File: config.mk
export PLATFORM = sky130hd
export DESIGN_NAME = mem_stage_store_sequencer_flat
export DESIGN_NICKNAME = d
export VERILOG_FILES = /design/src/rtl/mem_stage_store_sequencer_if.sv /design/src/rtl/mem_stage_store_sequencer.sv /design/src/flat_wrapper.sv
export SDC_FILE = /design/constraint.sdc
export NUM_CORES = 1
export LEC_CHECK = 0
export CAP_MARGIN = 25
export CORE_ASPECT_RATIO = 1.75
export CORE_MARGIN = 4
export CORE_UTILIZATION = 41
export CTS_CLUSTER_SIZE = 10
export DETAILED_ROUTE_END_ITERATION = 8
export GPL_ROUTABILITY_DRIVEN = 1
export GPL_TIMING_DRIVEN = 1
export PLACE_DENSITY = 0.78
export SYNTH_ARGS = -nofsm -noshare
export SYNTH_HDL_FRONTEND = slang
export SYNTH_SLANG_ARGS = --single-unit
File: constraint.sdc
create_clock -name clock -period 3.5 [get_ports clock]
set_clock_uncertainty 0.15 [all_clocks]
set_input_delay 0.875 -clock clock [delete_from_list [all_inputs] [get_ports clock]]
set_output_delay 0.875 -clock clock [all_outputs]
set_load 0.02 [all_outputs]
File: src/rtl/mem_stage_store_sequencer_if.sv
// Store-sequencer bus: EX/MEM op inputs (with forwarded sources and selects),
// memory/framebuffer byte-write side, SFR write side and pipeline status.
//   master : pipeline + memory side (drives op fields and mem_ack)
//   slave  : the store sequencer
interface mem_stage_store_sequencer_if #(
  parameter int unsigned ADDR_W = 16,
  parameter int unsigned SFR_AW = 8
);
  logic              op_valid;
  logic [7:0]        opcode;
  logic [1:0]        subop;
  logic [ADDR_W-1:0] addr;
  logic [15:0]       src_rf;
  logic [15:0]       src_exmem;
  logic [15:0]       src_memwb;
  logic [15:0]       src_imm;
  logic [3:0]        sel_top;
  logic [3:0]        sel_bot;
  logic              sfr_sel;
  logic              mem_ack;
  logic              dmem_we;
  logic              fb_we;
  logic [ADDR_W-1:0] wr_addr;
  logic [7:0]        wr_data;
  logic              sfr_we;
  logic [SFR_AW-1:0] sfr_addr;
  logic [7:0]        sfr_data;
  logic              stall;
  logic              done;
  logic              illegal_op;
  logic [ADDR_W-1:0] sp;

  modport master (
    output op_valid, opcode, subop, addr, src_rf, src_exmem, src_memwb, src_imm,
           sel_top, sel_bot, sfr_sel, mem_ack,
    input  dmem_we, fb_we, wr_addr, wr_data, sfr_we, sfr_addr, sfr_data,
           stall, done, illegal_op, sp
  );

  modport slave (
    input  op_valid, opcode, subop, addr, src_rf, src_exmem, src_memwb, src_imm,
           sel_top, sel_bot, sfr_sel, mem_ack,
    output dmem_we, fb_we, wr_addr, wr_data, sfr_we, sfr_addr, sfr_data,
           stall, done, illegal_op, sp
  );
endinterface

File: src/rtl/mem_stage_store_sequencer.sv
// Memory-stage store sequencer. Resolves the 16-bit store datum from the
// forwarded sources, writes it as two bytes to data memory or framebuffer
// (or one byte to an SFR for out), stalls upstream until retire, and owns
// the hardware stack pointer used by push.
// Ports:
//   clock   : system clock, rising edge
//   reset_n : asynchronous active-low reset
//   bus     : op inputs, byte-write outputs, SFR outputs, stall/done/illegal_op/sp
module mem_stage_store_sequencer #(
  parameter int unsigned       ADDR_W   = 16,
  parameter logic [ADDR_W-1:0] SP_RESET = ADDR_W'(16'hFFFF),
  parameter int unsigned       SFR_AW   = 8
) (
  input  logic                           clock,
  input  logic                           reset_n,
  mem_stage_store_sequencer_if.slave     bus
);
  localparam logic [7:0] OPC_STORE = 8'hC4;
  localparam logic [7:0] OPC_OUT   = 8'h9C;
  localparam logic [1:0] SUB_STORE = 2'd0;
  localparam logic [1:0] SUB_FB    = 2'd1;
  localparam logic [1:0] SUB_PUSH  = 2'd2;

  typedef enum logic [1:0] {IDLE, BYTE0, BYTE1} state_e;

  state_e            state_q;
  logic [ADDR_W-1:0] sp_q;
  logic [ADDR_W-1:0] wr_addr_q;
  logic [7:0]        wr_data_q;
  logic [7:0]        byte1_q;
  logic              dmem_we_q;
  logic              fb_we_q;
  logic              push_q;

  logic [15:0] top_src, bot_src;
  logic [7:0]  data_hi, data_lo;
  logic        sel_ok, is_c4, is_out, is_store, is_fb, is_push, mem_op, idle;
  logic        do_start, do_out, do_illegal, done_c;

  // One-hot {imm,memwb,exmem,rf} source mux; zero/multi-hot yields 0.
  function automatic logic [15:0] mux_src(input logic [3:0] sel, input logic [15:0] rf,
                                          input logic [15:0] ex, input logic [15:0] mw,
                                          input logic [15:0] im);
    mux_src = 16'h0000;
    case (sel)
      4'b0001: mux_src = rf;
      4'b0010: mux_src = ex;
      4'b0100: mux_src = mw;
      4'b1000: mux_src = im;
      default: mux_src = 16'h0000;
    endcase
  endfunction

  // Op decode and datum resolution from the current inputs.
  always_comb begin
    top_src    = mux_src(bus.sel_top, bus.src_rf, bus.src_exmem, bus.src_memwb, bus.src_imm);
    bot_src    = mux_src(bus.sel_bot, bus.src_rf, bus.src_exmem, bus.src_memwb, bus.src_imm);
    data_hi    = top_src[15:8];
    data_lo    = bot_src[7:0];
    sel_ok     = $onehot(bus.sel_top) && $onehot(bus.sel_bot);
    is_c4      = (bus.opcode == OPC_STORE);
    is_out     = (bus.opcode == OPC_OUT);
    is_store   = is_c4 && (bus.subop == SUB_STORE);
    is_fb      = is_c4 && (bus.subop == SUB_FB);
    is_push    = is_c4 && (bus.subop == SUB_PUSH);
    mem_op     = (is_store || is_fb || is_push) && sel_ok;
    idle       = (state_q == IDLE);
    do_start   = idle && bus.op_valid && mem_op;
    do_out     = idle && bus.op_valid && is_out;
    do_illegal = idle && bus.op_valid && !mem_op && !is_out;
    // out/illegal retire in the accept cycle; memory ops on the second ack
    done_c     = do_out || do_illegal || ((state_q == BYTE1) && bus.mem_ack);
  end

  // Byte sequencer and stack pointer.
  always_ff @(posedge clock or negedge reset_n) begin
    if (!reset_n) begin
      state_q   <= IDLE;
      sp_q      <= SP_RESET;
      wr_addr_q <= '0;
      wr_data_q <= 8'h00;
      byte1_q   <= 8'h00;
      dmem_we_q <= 1'b0;
      fb_we_q   <= 1'b0;
      push_q    <= 1'b0;
    end else begin
      case (state_q)
        IDLE: begin
          if (do_start) begin
            state_q   <= BYTE0;
            dmem_we_q <= !is_fb;
            fb_we_q   <= is_fb;
            push_q    <= is_push;
            // push stores big-end first downward from sp; store/FB little-end upward
            if (is_push) begin
              wr_addr_q <= sp_q;
              wr_data_q <= data_hi;
              byte1_q   <= data_lo;
            end else begin
              wr_addr_q <= bus.addr;
              wr_data_q <= data_lo;
              byte1_q   <= data_hi;
            end
          end
        end
        BYTE0: begin
          if (bus.mem_ack) begin
            state_q   <= BYTE1;
            wr_addr_q <= push_q ? (wr_addr_q - ADDR_W'(1)) : (wr_addr_q + ADDR_W'(1));
            wr_data_q <= byte1_q;
          end
        end
        BYTE1: begin
          if (bus.mem_ack) begin
            state_q   <= IDLE;
            dmem_we_q <= 1'b0;
            fb_we_q   <= 1'b0;
            wr_addr_q <= '0;
            wr_data_q <= 8'h00;
            if (push_q) sp_q <= sp_q - ADDR_W'(2);
          end
        end
        default: state_q <= IDLE;
      endcase
    end
  end

  assign bus.dmem_we    = dmem_we_q;
  assign bus.fb_we      = fb_we_q;
  assign bus.wr_addr    = wr_addr_q;
  assign bus.wr_data    = wr_data_q;
  assign bus.sp         = sp_q;
  assign bus.sfr_we     = do_out;
  assign bus.sfr_addr   = do_out ? bus.addr[SFR_AW-1:0] : '0;
  assign bus.sfr_data   = do_out ? (bus.sfr_sel ? bus.src_exmem[7:0] : bus.src_rf[7:0]) : 8'h00;
  assign bus.done       = done_c;
  assign bus.illegal_op = do_illegal;
  assign bus.stall      = bus.op_valid && !done_c;
endmodule

File: src/flat_wrapper.sv
// flat-port wrapper written by rule: the top's interface ports become plain ports
module mem_stage_store_sequencer_flat 
#(
  parameter int unsigned       ADDR_W   = 16,
  parameter logic [ADDR_W-1:0] SP_RESET = ADDR_W'(16'hFFFF),
  parameter int unsigned       SFR_AW   = 8
)
  (clock, reset_n, bus_op_valid, bus_opcode, bus_subop, bus_addr, bus_src_rf, bus_src_exmem, bus_src_memwb, bus_src_imm, bus_sel_top, bus_sel_bot, bus_sfr_sel, bus_mem_ack, bus_dmem_we, bus_fb_we, bus_wr_addr, bus_wr_data, bus_sfr_we, bus_sfr_addr, bus_sfr_data, bus_stall, bus_done, bus_illegal_op, bus_sp);
  mem_stage_store_sequencer_if #(.ADDR_W(ADDR_W), .SFR_AW(SFR_AW)) bus_i ();
  input  logic clock;
  input  logic reset_n;
  input wire logic [$bits(bus_i.op_valid)-1:0] bus_op_valid;
  input wire logic [$bits(bus_i.opcode)-1:0] bus_opcode;
  input wire logic [$bits(bus_i.subop)-1:0] bus_subop;
  input wire logic [$bits(bus_i.addr)-1:0] bus_addr;
  input wire logic [$bits(bus_i.src_rf)-1:0] bus_src_rf;
  input wire logic [$bits(bus_i.src_exmem)-1:0] bus_src_exmem;
  input wire logic [$bits(bus_i.src_memwb)-1:0] bus_src_memwb;
  input wire logic [$bits(bus_i.src_imm)-1:0] bus_src_imm;
  input wire logic [$bits(bus_i.sel_top)-1:0] bus_sel_top;
  input wire logic [$bits(bus_i.sel_bot)-1:0] bus_sel_bot;
  input wire logic [$bits(bus_i.sfr_sel)-1:0] bus_sfr_sel;
  input wire logic [$bits(bus_i.mem_ack)-1:0] bus_mem_ack;
  output wire logic [$bits(bus_i.dmem_we)-1:0] bus_dmem_we;
  output wire logic [$bits(bus_i.fb_we)-1:0] bus_fb_we;
  output wire logic [$bits(bus_i.wr_addr)-1:0] bus_wr_addr;
  output wire logic [$bits(bus_i.wr_data)-1:0] bus_wr_data;
  output wire logic [$bits(bus_i.sfr_we)-1:0] bus_sfr_we;
  output wire logic [$bits(bus_i.sfr_addr)-1:0] bus_sfr_addr;
  output wire logic [$bits(bus_i.sfr_data)-1:0] bus_sfr_data;
  output wire logic [$bits(bus_i.stall)-1:0] bus_stall;
  output wire logic [$bits(bus_i.done)-1:0] bus_done;
  output wire logic [$bits(bus_i.illegal_op)-1:0] bus_illegal_op;
  output wire logic [$bits(bus_i.sp)-1:0] bus_sp;
  assign bus_i.op_valid = bus_op_valid;
  assign bus_i.opcode = bus_opcode;
  assign bus_i.subop = bus_subop;
  assign bus_i.addr = bus_addr;
  assign bus_i.src_rf = bus_src_rf;
  assign bus_i.src_exmem = bus_src_exmem;
  assign bus_i.src_memwb = bus_src_memwb;
  assign bus_i.src_imm = bus_src_imm;
  assign bus_i.sel_top = bus_sel_top;
  assign bus_i.sel_bot = bus_sel_bot;
  assign bus_i.sfr_sel = bus_sfr_sel;
  assign bus_i.mem_ack = bus_mem_ack;
  assign bus_dmem_we = bus_i.dmem_we;
  assign bus_fb_we = bus_i.fb_we;
  assign bus_wr_addr = bus_i.wr_addr;
  assign bus_wr_data = bus_i.wr_data;
  assign bus_sfr_we = bus_i.sfr_we;
  assign bus_sfr_addr = bus_i.sfr_addr;
  assign bus_sfr_data = bus_i.sfr_data;
  assign bus_stall = bus_i.stall;
  assign bus_done = bus_i.done;
  assign bus_illegal_op = bus_i.illegal_op;
  assign bus_sp = bus_i.sp;
  mem_stage_store_sequencer #(.ADDR_W(ADDR_W), .SP_RESET(SP_RESET), .SFR_AW(SFR_AW)) u_core (.clock(clock), .reset_n(reset_n), .bus(bus_i));
endmodule
==> results_dict.tcl <==
set metrics [dict create \
    crit_path_start_kind "input pin" \
    grt_max_degree 29 \
    r2r-start "u_core.push_q" \
    num_rows 50 \
    final_nets 848 \
    postSynthAreaPerCell_um2 8.812 \
    synth_fp_nets 655 \
    ys.flop_type "dfrtp_1" \
    use_met2_pct 45.09 \
    final_layout_size_suffix_gt1_share_pct 25.82 \
    status "finished, violations left" \
    fin_cells 835 \
    antenna_found_initial 0 \
    syn_area_mm2 0.004503 \
    async_flop_share_pct 100.0 \
    fin_crit_ns 3.803 \
    use_met1_pct 20.67 \
    synth-seq-cells 52 \
    via_per_inst 5.722 \
    dieArea_mm2 0.01279 \
    firstDrtPassIters 4 \
    drv_slew 0 \
    slew_headroom_pct 55.24 \
    drt_iter0_markers 156 \
    cts_root_buf "clkbuf_16" \
    final.period_utilization_pct 108.7 \
    reg2regPathDepth 8 \
    pre_cts_slack_ns -1.241 \
    synthDistinctLibCells 62 \
    maxCapViolations 0 \
    max_freq_ghz 0.2630 \
    power_leakage_uw 0.003092 \
    worstHoldPathType "in2async" \
    use_met3_pct 3.501 \
    core_area_mm2 0.01070 \
    cts_sinks 52 \
    grt_pass1_wl_mm 23.05 \
    ys_warn_count 0 \
    numCtsBuffers 5 \
    wl_mm 15.52 \
    synth_edf_count 0 \
    reg2reg_to "u_core.bus.wr_addr[8]" \
    netlist_instances 511 \
    setup-tns-final_ns -1.036 \
    hpwl_mm 12.12 \
    violations "negative setup slack" \
    clockBufferDepth 2 \
    vdd_drop_max_mv 0.6236 \
    start_util_pct 42.09 \
    ios 165 \
    endpoint_kind "primary output" \
    hold_viol_final 0 \
    arrival_ns 2.78 \
    synth_seq_area_share_pct 29.31 \
    grt-busiest-layer "met2" \
    ff2ff_setup_slack_ns 0.63 \
    h-tree-depth 2 \
    area_growth_syn_to_layout_pct 60.18 \
    gp_congestion 0.9062 \
    ant_nets 0 \
    rsz0062_at_grt "true" \
    vias 4778 \
    portBuffers 163 \
    num-fill-cells 851 \
    clk_pin_slew_ns 0.07 \
    cts_tree "built" \
    n_antenna_cell 0 \
    grt_pass1_vias 4937 \
    gr-usage-all-layers_pct 22.58 \
    die_w_um 87.22 \
    clkLatencyLatePin_ns 0.30 \
    overflow 0 \
    powerDensity_mw_per_mm2 733.0 \
    routedWlPerCell_um 18.59 \
    cp_max_fo 2 \
    setup_slack_ns -0.3030 \
    drc 0 \
    worstMarginPinSlew_ns 0.6714 \
    crit_type "in2out" \
    critPathRequiredTime_ns 2.47 \
    finalSetupViolations 10 \
    die_h_um 146.6 \
    dp_cells 814 \
]
-- flip-flops by register name, summed over array words and instances, names as in the netlist --
| register | count |
|---|---|
| u_core.bus.fb_we | 1 |
| u_core.bus.wr_addr | 16 |
| u_core.push_q | 1 |
| u_core.bus.dmem_we | 1 |
| u_core.bus.sp | 15 |
| u_core.bus.wr_data | 8 |
| u_core.state_q | 2 |
| u_core.byte1_q | 8 |
-- cell families after synthesis --
group | share of synthesized area [%]
XOR/XNOR | 3.890
other | 0.08328
flip-flops | 29.31
buffers and inverters | 4.696
multiplexers | 8.113
AO/OA/AOI/OAI | 25.92
adder cells (fa/ha/maj) | 11.89
AND/OR/NAND/NOR | 16.09
-- layer usage --
layer | wire length, um | up-vias
li1 | - | 2283
met1 | 5073 | 2273
met2 | 8753 | 186
met3 | 965 | 36
met4 | 729 | 0
met5 | 0 | -
-- how the worst max path moves through the flow --
| stage | from | to | slack [ns] | cells after the start |
|---|---|---|---|---|
| 2_1_floorplan | bus_sel_top[2] | bus_illegal_op | -0.12 | 8 |
| 3_3_place_gp | bus_sel_bot[3] | bus_stall | -1.20 | 11 |
| 3_5_place_dp | bus_sel_bot[3] | bus_stall | -1.24 | 11 |
| 4_1_cts | bus_sel_top[1] | bus_illegal_op | -0.35 | 11 |
| 5_1_grt | bus_sel_bot[2] | bus_done | -0.35 | 11 |
| 6_report | bus_sel_bot[2] | bus_done | -0.30 | 11 |
-- cells in the final DEF, fill, tap and decap left out, drive strengths merged, types with 4 or more instances in the layout --
cell,instances
clkdlybuf4s50,130
buf,71
nor2,53
a21oi,45
a22o,40
ha,38
dfrtp,37
nand2,34
mux2i,23
inv,21
o21ai,17
dfstp,15
clkdlybuf4s15,12
mux2,12
nor3,12
xor2,11
and2,10
a211oi,10
xnor2,9
o21a,8
a22oi,8
clkbuf,8
nand3,7
a21o,6
o22ai,5
or3,5
dlymetal6s2s,4
nor4,4
-- cell type report --
| class | count | area, um^2 | area share (%) |
|---|---|---|---|
| flip-flops and latches | 52 | 1320 | 18.30 |
| clock buffers | 6 | 128.9 | 1.787 |
| inverters | 19 | 88.84 | 1.232 |
| clock inverters | 2 | 15.01 | 0.2082 |
| multi-input cells | 407 | 3288 | 45.59 |
| well taps | 130 | 162.7 | 2.255 |
| repair buffers | 219 | 2210 | 30.63 |
-- critical path, cell delays in order --
cell and delay (ns):
buf_6 0.10, inv_4 0.06, ha_4 0.20, ha_4 0.16, fa_2 0.46, nor4_2 0.23
nand4_1 0.17, nor2_2 0.19, o21ai_4 0.09, buf_6 0.12, buf_6 0.12
-- synth_stat cells, drive strengths merged (12+ instances only) --
cell type,number,area (um^2)
nor2,53,198.9
a21oi,45,225.2
a22o,40,350.3
ha,38,475.5
dfrtp,37,925.9
nand2,34,130.1
mux2i,23,230.2
inv,19,71.32
buf,17,80.07
o21ai,17,85.08
clkbuf,16,60.06
dfstp,15,394.1
mux2,12,135.1
nor3,12,71.32
-- power by group --
part	total (uW)	switching (uW)	internal (uW)
combinational	3560	1820	1740
clock	502	233	269
sequential	1230	310	918
total	5290	2360	2920
-- repair_timing --
item                                    CTS  global route
setup buffers                             5             6
gates cloned                              0             2
resized for setup                       120            87
endpoints found under the setup margin   57            38
hold buffers                              0             0
pin swaps                                14            17
-- per-stage QoR --
stage	cell area, um^2	hold WS, ns	utilization (%)	power, uW
2_1_floorplan	4554	0.3311	-	3039
3_3_place_gp	6564	0.3244	61.36	4177
3_5_place_dp	6564	0.3371	61.36	4259
4_1_cts	6817	0.2919	63.72	4801
5_1_grt	7213	0.3020	67.43	5628
6_report	7213	0.2895	67.43	5288
Power figures use the tool's default switching activity.
